File: src/rtl/smini_sync_pkg.sv
// smini_sync_pkg: shared state encoding, status bit positions and settings-bus address for RX sync sequencing
package smini_sync_pkg;
  typedef enum logic [2:0] {
    S_IDLE        = 3'd0,
    S_WAIT_STROBE = 3'd1,
    S_DELAY       = 3'd2,
    S_ARMED       = 3'd3,
    S_PULSE       = 3'd4
  } state_t;
  localparam int FR_RX_SYNC_CTRL = 64;
  localparam logic [6:0] SYNC_ADDR_DEFAULT = 7'(FR_RX_SYNC_CTRL);
  localparam int ST_TIMEOUT = 15;
  localparam int ST_MASTER = 14;
  localparam int ST_SLAVE = 13;
  localparam int ST_STATE_LO = 8;
  localparam int ST_COUNT_LO = 0;
endpackage

File: src/rtl/sync_edge_detect.sv
// sync_edge_detect: 2-flop synchroniser plus registered rising-edge pulse
//   clock, reset_n (sync, active-low); async_i: asynchronous pin; edge_o: one-clock pulse per rising edge
module sync_edge_detect (
  input  logic clock,
  input  logic reset_n,
  input  logic async_i,
  output logic edge_o
);
  logic [2:0] s_q;
  logic edge_q;
  always_ff @(posedge clock) begin
    if (!reset_n) begin
      s_q <= '0;
      edge_q <= 1'b0;
    end else begin
      s_q <= {s_q[1:0], async_i};
      edge_q <= s_q[1] & ~s_q[2];
    end
  end
  assign edge_o = edge_q;
endmodule

File: src/rtl/rx_sync_sequencer.sv
// rx_sync_sequencer: settings-bus armed master/slave sequencer issuing a strobe-aligned sync_rx pulse
//   clock, reset_n (sync, active-low); serial_*: settings write bus; rx_sample_strobe; rx_slave_sync: async pin
//   sync_rx: RX reset pulse; sync_out/sync_out_oe: pin drive in master mode; busy; status
module rx_sync_sequencer
  import smini_sync_pkg::*;
#(
  parameter logic [6:0] SYNC_ADDR = SYNC_ADDR_DEFAULT,
  parameter int PULSE_LEN = 4,
  parameter int MASTER_DELAY = 3,
  parameter int TIMEOUT_W = 24
) (
  input  logic        clock,
  input  logic        reset_n,
  input  logic        serial_strobe,
  input  logic [6:0]  serial_addr,
  input  logic [31:0] serial_data,
  input  logic        rx_sample_strobe,
  input  logic        rx_slave_sync,
  output logic        sync_rx,
  output logic        sync_out,
  output logic        sync_out_oe,
  output logic        busy,
  output logic [15:0] status
);
  localparam int DW = MASTER_DELAY > 1 ? $clog2(MASTER_DELAY + 1) : 1;
  localparam logic [3:0] PL_M1 = 4'(PULSE_LEN - 1);
  localparam logic [DW-1:0] MD_M1 = DW'(MASTER_DELAY - 1);
  state_t state_q;
  logic master_q, slave_q, tflag_q, rx_q, out_q;
  logic [TIMEOUT_W-1:0] limit_q, tcnt_q;
  logic [3:0] pcnt_q, ocnt_q;
  logic [DW-1:0] dcnt_q;
  logic [7:0] count_q;
  logic slave_edge, ctrl_wr, arm, go_pulse, unused_bits;
  sync_edge_detect u_pin (
    .clock  (clock),
    .reset_n(reset_n),
    .async_i(rx_slave_sync),
    .edge_o (slave_edge)
  );
  assign ctrl_wr = serial_strobe && serial_addr == SYNC_ADDR;
  assign arm = ctrl_wr && serial_data[2];
  assign unused_bits = ^serial_data;
  // Every route into PULSE shares the same entry actions, applied after the case below.
  assign go_pulse = (state_q == S_WAIT_STROBE && rx_sample_strobe && MASTER_DELAY == 0) ||
                    (state_q == S_DELAY && dcnt_q == '0) ||
                    (state_q == S_ARMED && slave_edge);
  always_ff @(posedge clock) begin
    if (!reset_n) begin
      state_q <= S_IDLE;
      {master_q, slave_q, tflag_q, rx_q, out_q} <= '0;
      limit_q <= '0;
      tcnt_q <= '0;
      pcnt_q <= '0;
      ocnt_q <= '0;
      dcnt_q <= '0;
      count_q <= '0;
    end else begin
      if (ctrl_wr) begin
        master_q <= serial_data[0];
        slave_q <= serial_data[1];
        limit_q <= serial_data[TIMEOUT_W+7:8];
      end
      // sync_out runs on its own counter so it can overlap DELAY/PULSE
      if (out_q) begin
        out_q <= ocnt_q != 4'd0;
        ocnt_q <= ocnt_q - 4'd1;
      end
      case (state_q)
        S_IDLE:
          if (arm && serial_data[0]) state_q <= S_WAIT_STROBE;
          else if (arm && serial_data[1]) begin
            state_q <= S_ARMED;
            tflag_q <= 1'b0;
            tcnt_q <= '0;
          end
        S_WAIT_STROBE:
          if (rx_sample_strobe) begin
            state_q <= S_DELAY;
            dcnt_q <= MD_M1;
            out_q <= 1'b1;
            ocnt_q <= PL_M1;
          end
        S_DELAY: dcnt_q <= dcnt_q - DW'(1);
        S_ARMED:
          if (!slave_edge) begin
            if (limit_q != '0 && tcnt_q == limit_q - TIMEOUT_W'(1)) begin
              state_q <= S_IDLE;
              tflag_q <= 1'b1;
            end else tcnt_q <= tcnt_q + TIMEOUT_W'(1);
          end
        S_PULSE:
          if (pcnt_q == 4'd0) begin
            state_q <= S_IDLE;
            rx_q <= 1'b0;
          end else pcnt_q <= pcnt_q - 4'd1;
        default: state_q <= S_IDLE;
      endcase
      if (go_pulse) begin
        state_q <= S_PULSE;
        rx_q <= 1'b1;
        pcnt_q <= PL_M1;
        count_q <= count_q + 8'd1;
      end
    end
  end
  always_comb begin
    status = '0;
    status[ST_TIMEOUT] = tflag_q;
    status[ST_MASTER] = master_q;
    status[ST_SLAVE] = slave_q;
    status[ST_STATE_LO+:3] = state_q;
    status[ST_COUNT_LO+:8] = count_q;
  end
  assign sync_rx = rx_q;
  assign sync_out = out_q;
  assign sync_out_oe = master_q;
  assign busy = state_q != S_IDLE;
endmodule
File: config.mk
export PLATFORM = sky130hd
export DESIGN_NAME = rx_sync_sequencer
export DESIGN_NICKNAME = d
export VERILOG_FILES = /design/src/rtl/smini_sync_pkg.sv /design/src/rtl/sync_edge_detect.sv /design/src/rtl/rx_sync_sequencer.sv
export SDC_FILE = /design/constraint.sdc
export NUM_CORES = 1
export LEC_CHECK = 0
export CAP_MARGIN = 20
export CORE_MARGIN = 1
export CORE_UTILIZATION = 30
export CTS_CLUSTER_DIAMETER = 80
export DETAILED_ROUTE_END_ITERATION = 8
export GPL_ROUTABILITY_DRIVEN = 0
export HOLD_SLACK_MARGIN = 0.05
export PLACE_DENSITY = 0.54
export SLEW_MARGIN = 20
export SYNTH_ARGS = -nofsm -noshare
export SYNTH_HDL_FRONTEND = slang
export SYNTH_SLANG_ARGS = --single-unit
File: constraint.sdc
create_clock -name clock -period 4.9 [get_ports clock]
set_clock_uncertainty 0.2 [all_clocks]
set_input_delay 0.49 -clock clock [delete_from_list [all_inputs] [get_ports clock]]
set_output_delay 0.49 -clock clock [all_outputs]
set_load 0.005 [all_outputs]
==> impl_results.html <==
<table>
<tr><th>Metric</th><th>Value</th></tr>
<tr><th colspan="2">Run status</th></tr>
<tr><td>Status</td><td>complete, no violations</td></tr>
<tr><th colspan="2">Clocking</th></tr>
<tr><td>Count of buffers added by post-CTS timing repair for setup</td><td>0</td></tr>
<tr><td>Clock H-tree levels</td><td>3</td></tr>
<tr><td>Number of buffers between clock root and the deepest sink</td><td>2</td></tr>
<tr><td>Number of clock buffers inserted by TritonCTS</td><td>9</td></tr>
<tr><td>Clk Tree Root Cell</td><td>clkbuf_16</td></tr>
<tr><td>CTS tree</td><td>built</td></tr>
<tr><td>Clock network latency to the later pin of the worst-skew pair</td><td>0.34 ns</td></tr>
<tr><td>Post-cts hold buffer count</td><td>0</td></tr>
<tr><td>Clock sink count</td><td>78</td></tr>
<tr><td>Number of gates resized after CTS</td><td>0</td></tr>
<tr><td>Clock-pin slew on the worst setup and hold paths</td><td>0.06 ns</td></tr>
<tr><th colspan="2">Routing</th></tr>
<tr><td>Overall via count from detail_route</td><td>4302</td></tr>
<tr><td>Iteration-0 DRC Markers</td><td>176</td></tr>
<tr><td>Post-DR vias/cell</td><td>5.35</td></tr>
<tr><td>Detailed-route DRC error count</td><td>0</td></tr>
<tr><td>Final wirelength</td><td>12000 um</td></tr>
<tr><td>1st-pass router iterations</td><td>5</td></tr>
<tr><td>Count of nets left with antenna violations after detail routing</td><td>0</td></tr>
<tr><td>Average routed wire per standard cell</td><td>14.9 um</td></tr>
<tr><th colspan="2">Die</th></tr>
<tr><td>Core Rows</td><td>45</td></tr>
<tr><td>CORE AREA</td><td>15100 um^2</td></tr>
<tr><td>Chip Height</td><td>126 um</td></tr>
<tr><td>Starting utilization of the core area</td><td>30.7%</td></tr>
<tr><td>Die outline width</td><td>126 um</td></tr>
<tr><td>Area enclosed by the die boundary</td><td>16000 um^2</td></tr>
<tr><td>Top-Level Pins</td><td>64</td></tr>
<tr><th colspan="2">Timing</th></tr>
<tr><td>RSZ-0062 raised after global routing</td><td>false</td></tr>
<tr><td>Post-route minimum period</td><td>4.02 ns</td></tr>
<tr><td>Final sum of negative setup slack</td><td>0 ns</td></tr>
<tr><td>Hold Vio Cnt, Final</td><td>0</td></tr>
<tr><td>Final worst path period share</td><td>82.0%</td></tr>
<tr><td>Pin slew with the least headroom to its limit</td><td>0.929 ns</td></tr>
<tr><td>Max-slew headroom at the worst pin</td><td>37.5%</td></tr>
<tr><td>Number of setup violations in the final report</td><td>0</td></tr>
<tr><td>Number of pins with negative max-slew slack in the final report</td><td>0</td></tr>
<tr><td>Setup slack after layout</td><td>0.880 ns</td></tr>
<tr><td>Achievable Freq</td><td>0.249 GHz</td></tr>
<tr><th colspan="2">Layout</th></tr>
<tr><td>Final #Nets</td><td>662</td></tr>
<tr><td>Layout fillers</td><td>1582</td></tr>
<tr><td>Leading cell types in the layout, fill and taps excluded</td><td>nand2_1 (80), dfxtp_1 (78), clkdlybuf4s50_1 (56)</td></tr>
<tr><td>Area of the multi-input gates</td><td>2800 um^2</td></tr>
<tr><td>Area growth from synthesis to final layout</td><td>19.5%</td></tr>
<tr><td>Antenna cells</td><td>0</td></tr>
<tr><td>Fraction of layout instances using a drive strength above 1</td><td>5.68%</td></tr>
<tr><td>Share of the core filled with cells in the final layout</td><td>36.7%</td></tr>
<tr><td>Most common library cell in the layout ignoring fill and taps</td><td>nand2_1</td></tr>
<tr><td>FF+latch area</td><td>1560 um^2</td></tr>
<tr><td>Non-filler instance count after layout</td><td>804</td></tr>
<tr><th colspan="2">Global route</th></tr>
<tr><td>All-layer global routing usage</td><td>15.6%</td></tr>
<tr><td>First-pass GRT wire length</td><td>20100 um</td></tr>
<tr><td>Via count of the first global-routing pass</td><td>4092</td></tr>
<tr><td>Initial antenna violation count</td><td>0</td></tr>
<tr><td>Maximum number of pins on one net before global-route repair</td><td>53</td></tr>
<tr><td>GRT Residual Overflow</td><td>0</td></tr>
<tr><th colspan="2">Hold path</th></tr>
<tr><td>Path type of the worst min-delay path</td><td>flop to flop</td></tr>
<tr><td>Hold Crit Start</td><td>u_pin.s_q[2]</td></tr>
<tr><th colspan="2">Logic synthesis</th></tr>
<tr><td>Top flip-flop cell by instance count after synthesis</td><td>dfxtp_1</td></tr>
<tr><td>Number of flops mapped to enable cells by yosys</td><td>0</td></tr>
<tr><td>YS warnings</td><td>0</td></tr>
<tr><td>Proportion of netlist area held by the largest area contributor</td><td>33.6%</td></tr>
<tr><td>Count of mapped cells out of synthesis</td><td>576</td></tr>
<tr><td>Post-synthesis sequential area ratio</td><td>33.6%</td></tr>
<tr><td>Flops &amp; latches, synth</td><td>78</td></tr>
<tr><td>Async S/R FF share, synth</td><td>0%</td></tr>
<tr><td>Mean post-synth cell area</td><td>8.07 um^2</td></tr>
<tr><td>Number of unique standard cell types used by synthesis</td><td>63</td></tr>
<tr><td>Yosys top cell by area</td><td>dfxtp_1</td></tr>
<tr><td>Dominant cells by area after synthesis</td><td>dfxtp_1 (34%), nand2_1 (6.5%), a21boi_0 (4.8%)</td></tr>
<tr><td>Mapped cell area</td><td>4650 um^2</td></tr>
<tr><th colspan="2">Setup path</th></tr>
<tr><td>Worst reg2reg setup slack</td><td>0.88 ns</td></tr>
<tr><td>Worst-case reg-to-reg path depth</td><td>11</td></tr>
<tr><td>Critical Path Source</td><td>limit_q[0]</td></tr>
<tr><td>Crit Reg-Reg Endpoint</td><td>tcnt_q[8]</td></tr>
<tr><td>Critical Path Fanout Max</td><td>32</td></tr>
<tr><td>CP Data Arrival Time</td><td>4.01 ns</td></tr>
<tr><td>Setup CP Type</td><td>flop to flop</td></tr>
<tr><td>Worst setup endpoint</td><td>tcnt_q[8]</td></tr>
<tr><td>Critical Path Sink Type</td><td>flop</td></tr>
<tr><td>Launch instance of the worst register-to-register path</td><td>limit_q[0]</td></tr>
<tr><td>Crit path required time</td><td>4.89 ns</td></tr>
<tr><td>Type of origin of the critical path</td><td>flop</td></tr>
<tr><th colspan="2">Power and ir drop</th></tr>
<tr><td>Areal power density over the cells</td><td>295 nW/um^2</td></tr>
<tr><td>Leakage power figure</td><td>0.00191 uW</td></tr>
<tr><td>IR drop worst, VDD</td><td>0.196 mV</td></tr>
<tr><td>Overall power after layout</td><td>1640 uW</td></tr>
<tr><th colspan="2">Placement</th></tr>
<tr><td>Port bufs</td><td>56</td></tr>
<tr><td>Total instance count after detailed placement</td><td>788</td></tr>
<tr><td>Hpwl dp</td><td>9020 um</td></tr>
<tr><td>Worst-case setup slack after placement</td><td>0.868 ns</td></tr>
<tr><th colspan="2">Flow run</th></tr>
<tr><td>Count of maximum capacitance violations</td><td>0</td></tr>
</table>
routing by layer:
| metal | global-route usage (%) | part of all wire [%] | wire length, um |
|---|---|---|---|
| met1 | 19.1 | 44 | 5270 |
| met2 | 27.0 | 49 | 5940 |
| met5 | 0 | 0 | 0 |
| met4 | 5.10 | 1.5 | 179 |
| met3 | 3.42 | 5.2 | 625 |
where the power goes:
part / switching [uW] / total, uW / internal, uW
Combinational: 142 / 300 / 157
Sequential: 42.2 / 717 / 675
Clock: 263 / 620 / 357
sequential cells by signal, summed over array words and instances (netlist names), 2 cells and up:
name / cells
state_q: 3
limit_q: 24
tcnt_q: 24
u_pin.s_q: 3
count_q: 8
ocnt_q: 4
pcnt_q: 4
dcnt_q: 2
synth_stat cells, drive strengths merged, types with 2 or more instances:
master	number
or4	18
o31ai	13
xor2	15
a21oi	29
nand3	21
a21boi	31
a31o	2
o22ai	3
and2	14
buf	19
o22a	2
o21ai	22
nor3	14
a21o	2
nand4b	3
xnor2	23
nor4	15
and3	5
a211oi	5
or3b	2
nand4	23
nand2	80
ha	7
mux2i	3
o21a	6
and4	4
clkbuf	18
o311ai	2
dfxtp	78
or3	14
nor2b	7
or2	3
nor2	30
o211ai	8
inv	17
critical path, stage by stage (launching register included):
cell and delay [ns]:
dfxtp_1 0.39, inv_1 0.11, ha_1 0.27, or3b_2 0.57, nor4_4 0.33, mux2_2 0.40
nor3_1 0.26, nand3_1 0.16, nor4_4 0.70, buf_12 0.26, or4_1 0.14, a21oi_1 0.06
area by class of cell:
cell class | count | share of cell area [%]
multi-input combinational | 445 | 50.5
timing repair buffer | 60 | 11.0
clock inverter | 5 | 0.631
sequential | 78 | 28.1
clock buffer | 11 | 4.37
tap | 188 | 4.24
inverter | 17 | 1.15
logic make-up (layout without fill, tap and decap cells):
kind of cell | count (synthesis) | count (layout) | share of synthesized area [%]
simple gates | 257 | 257 | 30.1
compound gates | 137 | 137 | 20.1
flops | 78 | 78 | 33.6
buf+inv | 54 | 93 | 6.17
xor+xnor | 38 | 38 | 7.16
fa+ha+maj | 7 | 7 | 1.88
mux | 4 | 4 | 0.889
other cells | 1 | 2 | 0.0807
per-stage QoR:
step | hold slack, ns | instance area (um^2)
after global placement | 0.177 | 5260
after CTS | 0.200 | 5550
after detailed placement | 0.188 | 5270
after floorplan | 0.167 | 4650
after global routing | 0.209 | 5550
final | 0.195 | 5550
how the worst min path moves through the flow:
stage	endpoint	slack, ns	cells after the start
floorplan	u_pin.edge_o	0.17	1
CTS	u_pin.edge_o	0.20	1
finish	u_pin.edge_o	0.20	1
detailed placement	u_pin.edge_o	0.19	1
global placement	u_pin.edge_o	0.18	1
global route	u_pin.edge_o	0.21	1
(Power assumes the default switching activity.)
